[config.mk]
export PLATFORM = sky130hd
export DESIGN_NAME = fetch_ctrl_flat
export DESIGN_NICKNAME = d
export VERILOG_FILES = /design/src/rtl/fetch_ctrl_if.sv /design/src/rtl/fetch_ctrl.sv /design/src/flat_wrapper.sv
export SDC_FILE = /design/constraint.sdc
export NUM_CORES = 1
export LEC_CHECK = 0
export ABC_CLOCK_PERIOD_IN_PS = 2100
export BUFFER_PORTS_ARGS = -buffer_cell sky130_fd_sc_hd__clkbuf_2
export CELL_PAD_IN_SITES_DETAIL_PLACEMENT = 0
export CELL_PAD_IN_SITES_GLOBAL_PLACEMENT = 1
export CORE_MARGIN = 8
export CORE_UTILIZATION = 38
export DETAILED_ROUTE_END_ITERATION = 12
export HOLD_SLACK_MARGIN = 0.12
export PLACE_DENSITY_LB_ADDON = 0.1
export SYNTH_ARGS = -nofsm -noshare
export SYNTH_HDL_FRONTEND = slang
export SYNTH_SLANG_ARGS = --single-unit
[constraint.sdc]
create_clock -name clk -period 2.1 [get_ports clk]
set_input_delay 0.21 -clock clk [delete_from_list [all_inputs] [get_ports clk]]
set_output_delay 0.21 -clock clk [all_outputs]
set_load 0.005 [all_outputs]
[src/rtl/fetch_ctrl_if.sv]
`default_nettype none
// ============================================================================
// Module   : fetch_ctrl_if
// Brief    : Fetch-controller bundle: hazard/redirect/imem inputs, PC and
//            pipeline-register controls out.
// Revision : 1.0 - initial release
// ============================================================================
interface fetch_ctrl_if #(
    parameter int WIDTH = 32,
    parameter int CNTW  = 16
);
    logic             imem_ready;
    logic             stall_dec;
    logic             br_taken;
    logic [WIDTH-1:0] br_target;
    logic             imem_req;
    logic             pc_en;
    logic             pc_sel;
    logic [WIDTH-1:0] branch_address;
    logic             ifid_en;
    logic             ifid_flush;
    logic             idex_flush;
    logic             fetch_err;
    logic [CNTW-1:0]  bubble_cnt;

    modport master (
        input  imem_ready, stall_dec, br_taken, br_target,
        output imem_req, pc_en, pc_sel, branch_address,
               ifid_en, ifid_flush, idex_flush, fetch_err, bubble_cnt
    );

    modport slave (
        output imem_ready, stall_dec, br_taken, br_target,
        input  imem_req, pc_en, pc_sel, branch_address,
               ifid_en, ifid_flush, idex_flush, fetch_err, bubble_cnt
    );
endinterface
`default_nettype wire

[src/rtl/fetch_ctrl.sv]
`default_nettype none
// ============================================================================
// Module   : fetch_ctrl
// Brief    : Fetch sequencing FSM arbitrating branch redirect, load-use stall
//            and imem wait states; wait timeout and bubble counter.
// Revision : 1.0 - initial release
// ============================================================================
module fetch_ctrl #(
    parameter int WIDTH    = 32,
    parameter int BOOT_CYC = 2,
    parameter int WAIT_MAX = 15,
    parameter int CNTW     = 16
) (
    input  wire logic        clk,
    input  wire logic        rst_n,
    fetch_ctrl_if.master     bus
);
    localparam int BCW = (BOOT_CYC > 1) ? $clog2(BOOT_CYC) : 1;
    localparam int WCW = $clog2(WAIT_MAX + 1);

    localparam logic [BCW-1:0]  c_BOOT_LAST = BCW'(BOOT_CYC - 1);
    localparam logic [WCW-1:0]  c_WAIT_MAX  = WCW'(WAIT_MAX);
    localparam logic [CNTW-1:0] c_BUB_MAX   = '1;

    localparam logic [2:0] c_ST_BOOT  = 3'd0;
    localparam logic [2:0] c_ST_FETCH = 3'd1;
    localparam logic [2:0] c_ST_WAIT  = 3'd2;
    localparam logic [2:0] c_ST_REDIR = 3'd3;
    localparam logic [2:0] c_ST_HALT  = 3'd4;

    logic [2:0]       state_q, state_d;
    logic [BCW-1:0]   boot_cnt_q, boot_cnt_d;
    logic [WCW-1:0]   wait_cnt_q, wait_cnt_d;
    logic [WIDTH-1:0] baddr_q, baddr_d;
    logic             err_q, err_d;
    logic [CNTW-1:0]  bub_q, bub_d;
    logic [WCW-1:0]   w_wait_inc;

    logic w_req, w_pc_en, w_pc_sel, w_ifid_en, w_ifid_flush, w_idex_flush;

    always_ff @(posedge clk or negedge rst_n) begin
        if (!rst_n) begin
            state_q    <= c_ST_BOOT;
            boot_cnt_q <= '0;
            wait_cnt_q <= '0;
            baddr_q    <= '0;
            err_q      <= 1'b0;
            bub_q      <= '0;
        end else begin
            state_q    <= state_d;
            boot_cnt_q <= boot_cnt_d;
            wait_cnt_q <= wait_cnt_d;
            baddr_q    <= baddr_d;
            err_q      <= err_d;
            bub_q      <= bub_d;
        end
    end

    always_comb begin
        state_d    = state_q;
        boot_cnt_d = boot_cnt_q;
        wait_cnt_d = wait_cnt_q;
        baddr_d    = baddr_q;
        w_wait_inc = wait_cnt_q + 1'b1;
        case (state_q)
            c_ST_BOOT: begin
                if (boot_cnt_q == c_BOOT_LAST) state_d = c_ST_FETCH;
                else                           boot_cnt_d = boot_cnt_q + 1'b1;
            end
            c_ST_FETCH, c_ST_WAIT: begin
                if (bus.br_taken) begin
                    baddr_d = bus.br_target;
                    state_d = c_ST_REDIR;
                end else if (bus.stall_dec) begin
                    // Stall holds the timeout count unless memory answered.
                    if (bus.imem_ready) wait_cnt_d = '0;
                end else if (bus.imem_ready) begin
                    wait_cnt_d = '0;
                    state_d    = c_ST_FETCH;
                end else begin
                    wait_cnt_d = w_wait_inc;
                    state_d    = (w_wait_inc == c_WAIT_MAX) ? c_ST_HALT : c_ST_WAIT;
                end
            end
            c_ST_REDIR: begin
                wait_cnt_d = '0;
                if (bus.br_taken) begin
                    baddr_d = bus.br_target;
                    state_d = c_ST_REDIR;
                end else begin
                    state_d = c_ST_FETCH;
                end
            end
            c_ST_HALT: state_d = c_ST_HALT;
            default:   state_d = c_ST_BOOT;
        endcase
        err_d = err_q | (state_d == c_ST_HALT);
        bub_d = (w_ifid_flush && (bub_q != c_BUB_MAX)) ? bub_q + 1'b1 : bub_q;
    end

    always_comb begin
        w_req        = 1'b0;
        w_pc_en      = 1'b0;
        w_pc_sel     = 1'b0;
        w_ifid_en    = 1'b0;
        w_ifid_flush = 1'b0;
        w_idex_flush = 1'b0;
        case (state_q)
            c_ST_BOOT: w_ifid_flush = 1'b1;
            c_ST_FETCH, c_ST_WAIT: begin
                if (bus.br_taken) begin
                    w_ifid_flush = 1'b1;
                    w_idex_flush = 1'b1;
                end else if (bus.stall_dec) begin
                    w_req = 1'b1;
                end else if (bus.imem_ready) begin
                    w_req     = 1'b1;
                    w_pc_en   = 1'b1;
                    w_ifid_en = 1'b1;
                end else begin
                    w_req        = 1'b1;
                    w_ifid_en    = 1'b1;
                    w_ifid_flush = 1'b1;
                end
            end
            c_ST_REDIR: begin
                w_pc_sel     = 1'b1;
                w_pc_en      = 1'b1;
                w_ifid_en    = 1'b1;
                w_ifid_flush = 1'b1;
                w_idex_flush = bus.br_taken;
            end
            c_ST_HALT: w_ifid_flush = 1'b1;
            default:   w_ifid_flush = 1'b0;
        endcase
        // Controls read as zero while reset is held, not just after the edge.
        if (!rst_n) begin
            w_req        = 1'b0;
            w_pc_en      = 1'b0;
            w_pc_sel     = 1'b0;
            w_ifid_en    = 1'b0;
            w_ifid_flush = 1'b0;
            w_idex_flush = 1'b0;
        end
    end

    assign bus.imem_req       = w_req;
    assign bus.pc_en          = w_pc_en;
    assign bus.pc_sel         = w_pc_sel;
    assign bus.ifid_en        = w_ifid_en;
    assign bus.ifid_flush     = w_ifid_flush;
    assign bus.idex_flush     = w_idex_flush;
    assign bus.branch_address = baddr_q;
    assign bus.fetch_err      = err_q;
    assign bus.bubble_cnt     = bub_q;
endmodule
`default_nettype wire

[src/flat_wrapper.sv]
// flat-port wrapper written by rule: the top's interface ports become plain ports
module fetch_ctrl_flat 
#(
    parameter int WIDTH    = 32,
    parameter int BOOT_CYC = 2,
    parameter int WAIT_MAX = 15,
    parameter int CNTW     = 16
)
  (clk, rst_n, bus_imem_ready, bus_stall_dec, bus_br_taken, bus_br_target, bus_imem_req, bus_pc_en, bus_pc_sel, bus_branch_address, bus_ifid_en, bus_ifid_flush, bus_idex_flush, bus_fetch_err, bus_bubble_cnt);
  fetch_ctrl_if #(.WIDTH(WIDTH), .CNTW(CNTW)) bus_i ();
  input  wire logic clk;
  input  wire logic rst_n;
  input wire logic [$bits(bus_i.imem_ready)-1:0] bus_imem_ready;
  input wire logic [$bits(bus_i.stall_dec)-1:0] bus_stall_dec;
  input wire logic [$bits(bus_i.br_taken)-1:0] bus_br_taken;
  input wire logic [$bits(bus_i.br_target)-1:0] bus_br_target;
  output wire logic [$bits(bus_i.imem_req)-1:0] bus_imem_req;
  output wire logic [$bits(bus_i.pc_en)-1:0] bus_pc_en;
  output wire logic [$bits(bus_i.pc_sel)-1:0] bus_pc_sel;
  output wire logic [$bits(bus_i.branch_address)-1:0] bus_branch_address;
  output wire logic [$bits(bus_i.ifid_en)-1:0] bus_ifid_en;
  output wire logic [$bits(bus_i.ifid_flush)-1:0] bus_ifid_flush;
  output wire logic [$bits(bus_i.idex_flush)-1:0] bus_idex_flush;
  output wire logic [$bits(bus_i.fetch_err)-1:0] bus_fetch_err;
  output wire logic [$bits(bus_i.bubble_cnt)-1:0] bus_bubble_cnt;
  assign bus_i.imem_ready = bus_imem_ready;
  assign bus_i.stall_dec = bus_stall_dec;
  assign bus_i.br_taken = bus_br_taken;
  assign bus_i.br_target = bus_br_target;
  assign bus_imem_req = bus_i.imem_req;
  assign bus_pc_en = bus_i.pc_en;
  assign bus_pc_sel = bus_i.pc_sel;
  assign bus_branch_address = bus_i.branch_address;
  assign bus_ifid_en = bus_i.ifid_en;
  assign bus_ifid_flush = bus_i.ifid_flush;
  assign bus_idex_flush = bus_i.idex_flush;
  assign bus_fetch_err = bus_i.fetch_err;
  assign bus_bubble_cnt = bus_i.bubble_cnt;
  fetch_ctrl #(.WIDTH(WIDTH), .BOOT_CYC(BOOT_CYC), .WAIT_MAX(WAIT_MAX), .CNTW(CNTW)) u_core (.clk(clk), .rst_n(rst_n), .bus(bus_i));
endmodule
==> out/summary.md <==
- clock tree sinks: 57
- Slew Viols, Final: 0
- sequential-to-total area share from yosys stat: 56.0%
- crit path time final: 1.96 ns
- Vias: 2,004
- core area: 6640 um^2
- number of antenna repair diodes: 0
- sequential cell area: 1430 um^2
- top cell types by occurrence after synthesis: 57 x dfrtp_1, 33 x mux2_2, 11 x nand2_1
- worst min-delay path category: input port to flop
- minimum hold slack: 0.151 ns
- synthesized netlist net count: 238
- EDFF count, synth: 0
- delay contributed by the slowest stage of the critical path: 0.51 ns
- maximum resistive drop on vdd: 509 uV
- outcome: complete, no violations
- pwr/cell area: 767 nW/um^2
- Post-synth ARST share: 100%
- count of yosys warnings during synthesis: 0
- cell area after synthesis: 2550 um^2
- Non-Filler Cell Area, Final: 3640 um^2
- mean instance size in the synthesized netlist: 12.9 um^2
- library cell contributing the largest single delay on the critical path: or4_4
- nature of the critical path startpoint: flop
- via count of the first global-routing pass: 2,046
- layout cell share with drive strength beyond 1: 46.3%
- number of inserted filler cells in the final layout: 607
- detail-routed via count per cell: 4.78
- starting density of the core: 38.4%
- most used flip-flop cell after synthesis: dfrtp_1
- count of final hold-check violations: 0
- Clock Latency Late Sink: 0.33 ns
- worst clock skew on the final layout: 0.00649 ns
- depth of the worst register-to-register path: 6
- Placement Rows: 30
- Worst Max-Slew Pin Slew: 0.417 ns
- I/O Pins: 92
- clock tree root buffer cell: clkbuf_8
- DIE HEIGHT: 97.9 um
- dominant cell by count in the synthesized netlist: dfrtp_1
- Max transition margin: 72.0%
- number of standard cells after synthesis: 198
- area delta synth->final: 42.7%
- sequence of cells on the critical path: buf_4 -> o21ai_1 -> o311a_4 -> nand3_4 -> or4_4 -> xnor2_2
- final setup margin: 0.136 ns
- WL/cell: 14.6 um
- HPWL after detailed placement: 4.34 mm
- Placed Area: 3120 um^2
- largest net degree at the start of global routing: 33
- critical path capture point type: flop
- startpoint of the worst hold path: bus_br_target[19]
- Yosys reg bits: 57
- total buffers and inverters traversed by the critical path: 1
- Die Footprint: 9580 um^2
- DRC errors left: 0
- TritonCTS clock tree: done
- floorplan die width: 97.9 um
- placer congestion estimate: 0.728
- Crit Path Max Fanout: 7
- area of the multi-input gates: 1070 um^2
- Total Neg Setup Slack: 0 ns
- clock-pin slew reported for the worst setup and hold paths after clock tree synthesis: 0.06 ns
- Setup crit start: u_core.state_q[0]
- kind of cell adding the most delay to the critical path: simple AND/OR/NAND/NOR gates
- number of H-tree levels: 3
- CP Class: flop to flop
- library cell with the largest summed area after synthesis: dfrtp_1
- fin nets: 374
- cts bufs inserted: 9
- setup slack after placement: 0.225 ns
- maximum capacitance violations: 0
- reported leakage power: 1.74 nW
- capture endpoint of the worst hold path: u_core.bus.branch_address[19]
- number of buffer cells added on primary ports: 91
- worst path required time: 2.31 ns
- final global-route overflow total: 0
- arrival time at the worst endpoint: 2.17 ns
- combined global-route utilization of all metal layers: 13.2%
- routed wire length: 6.12 mm
- register-to-register setup slack: 0.14 ns
- final setup fails: 0
- beginning of the worst register-to-register path: u_core.state_q[0]
- distinct cell type count of the synthesized netlist: 44
- antenna violations before repair: 0
- share of Yosys cell area claimed by the top area cell type: 56.0%
- Clock Path Buffers: 2
- first-pass GRT wire length: 10.1 mm
- antenna violation net count after detailed routing: 0
- maximum clock rate: 509 MHz
- post-route clock period utilization: 93.5%
- Critical R2R Capture: u_core.bus.bubble_cnt[15]
- Worst Hold Depth: 2
- Pre-antenna DRT Iters: 4
- Starting DRT DRC Count: 37
- top cells by area in the synthesized netlist: dfrtp_1 56%, mux2_2 15%, xnor2_1 2.4%
[per-stage QoR]
stage,instances,total power [mW],utilization [%]
final,419,2.79,54.7
after global routing,419,2.96,54.7
after CTS,416,2.83,54.3
after detailed placement,368,1.88,46.9
after global placement,368,1.87,46.9
after floorplan,198,1.61,-
[worst max-delay path by stage]
stage	to	slack, ns	depth (start not counted)
after global routing	bus_ifid_en	-0.004	6
after CTS	bus_idex_flush	0.02	5
final	u_core.bus.bubble_cnt[15]	0.14	6
after floorplan	u_core.bus.bubble_cnt[15]	0.36	6
after global placement	u_core.bus.bubble_cnt[15]	0.26	5
after detailed placement	u_core.bus.bubble_cnt[15]	0.22	5
[where the power goes]
part           total [mW]  switching [mW]  internal [mW]  leakage [nW]
combinational       0.546           0.229          0.317         0.959
sequential           1.36           0.125           1.23         0.692
clock               0.885           0.430          0.456        0.0891
[cells by family (layout without fill, tap and decap cells)]
kind of cell               Yosys count  count (layout)  share of synthesized area (%)
DFF                                 57              57                           56.0
adders and majority gates            3               3                           1.47
AOI/OAI and AO/OA                   21              21                           5.74
xor gates and xnor gates            15              15                           6.19
buffers and inverters               11             152                           2.36
and+or+nand+nor                     57              57                           13.3
muxes                               34              34                           15.0
[layout make-up]
class,instances,share of cell area (%)
clock buffer,11,3.89
clock inverter,5,0.860
sequential,57,39.3
inverter,6,0.619
timing repair buffer,130,23.2
multi-input combinational,130,29.4
tap,80,2.75
[registers in the layout, summed over array words and instances, names as in the netlist]
signal / flops
u_core.bus.branch_address: 32
u_core.bus.bubble_cnt: 16
u_core.state_q: 3
u_core.wait_cnt_q: 4
u_core.boot_cnt_q: 1
u_core.bus.fetch_err: 1
[per-layer routing]
layer  track usage (%)  share of wire [%]  up-vias  wire length, um
li1                  -                  -      982                -
met1              15.1                 43      954             2610
met2              21.6                 50       56             3040
met3              4.41                5.5       12              338
met4              6.95                2.1        0              131
met5                 0                  0        -                0
[timing repair]
action | in CTS | in global routing
gates resized for setup | 0 | 3
hold endpoints to repair | 59 | 0
hold buffers | 32 | 0
buffers inserted | 0 | 3
setup endpoints to repair | 0 | 3
[placed cells by master, fill, tap and decap left out, types with 3 or more instances in the layout]
master / netlist / final
nor2_1: 7 / 7
nand2_1: 11 / 11
xor2_1: 6 / 6
dfrtp_1: 57 / 55
buf_4: 0 / 5
mux2_2: 33 / 33
nand2b_1: 3 / 3
clkbuf_8: 0 / 10
xnor2_1: 7 / 7
nor4_1: 3 / 3
ha_1: 3 / 3
clkinv_2: 0 / 3
inv_1: 6 / 6
o21ai_0: 8 / 8
nand3_1: 8 / 8
nand4_1: 4 / 4
dlygate4sd3_1: 0 / 32
clkbuf_2: 0 / 91
nor3_1: 4 / 4
No activity file was read; power rests on OpenSTA's default activity.
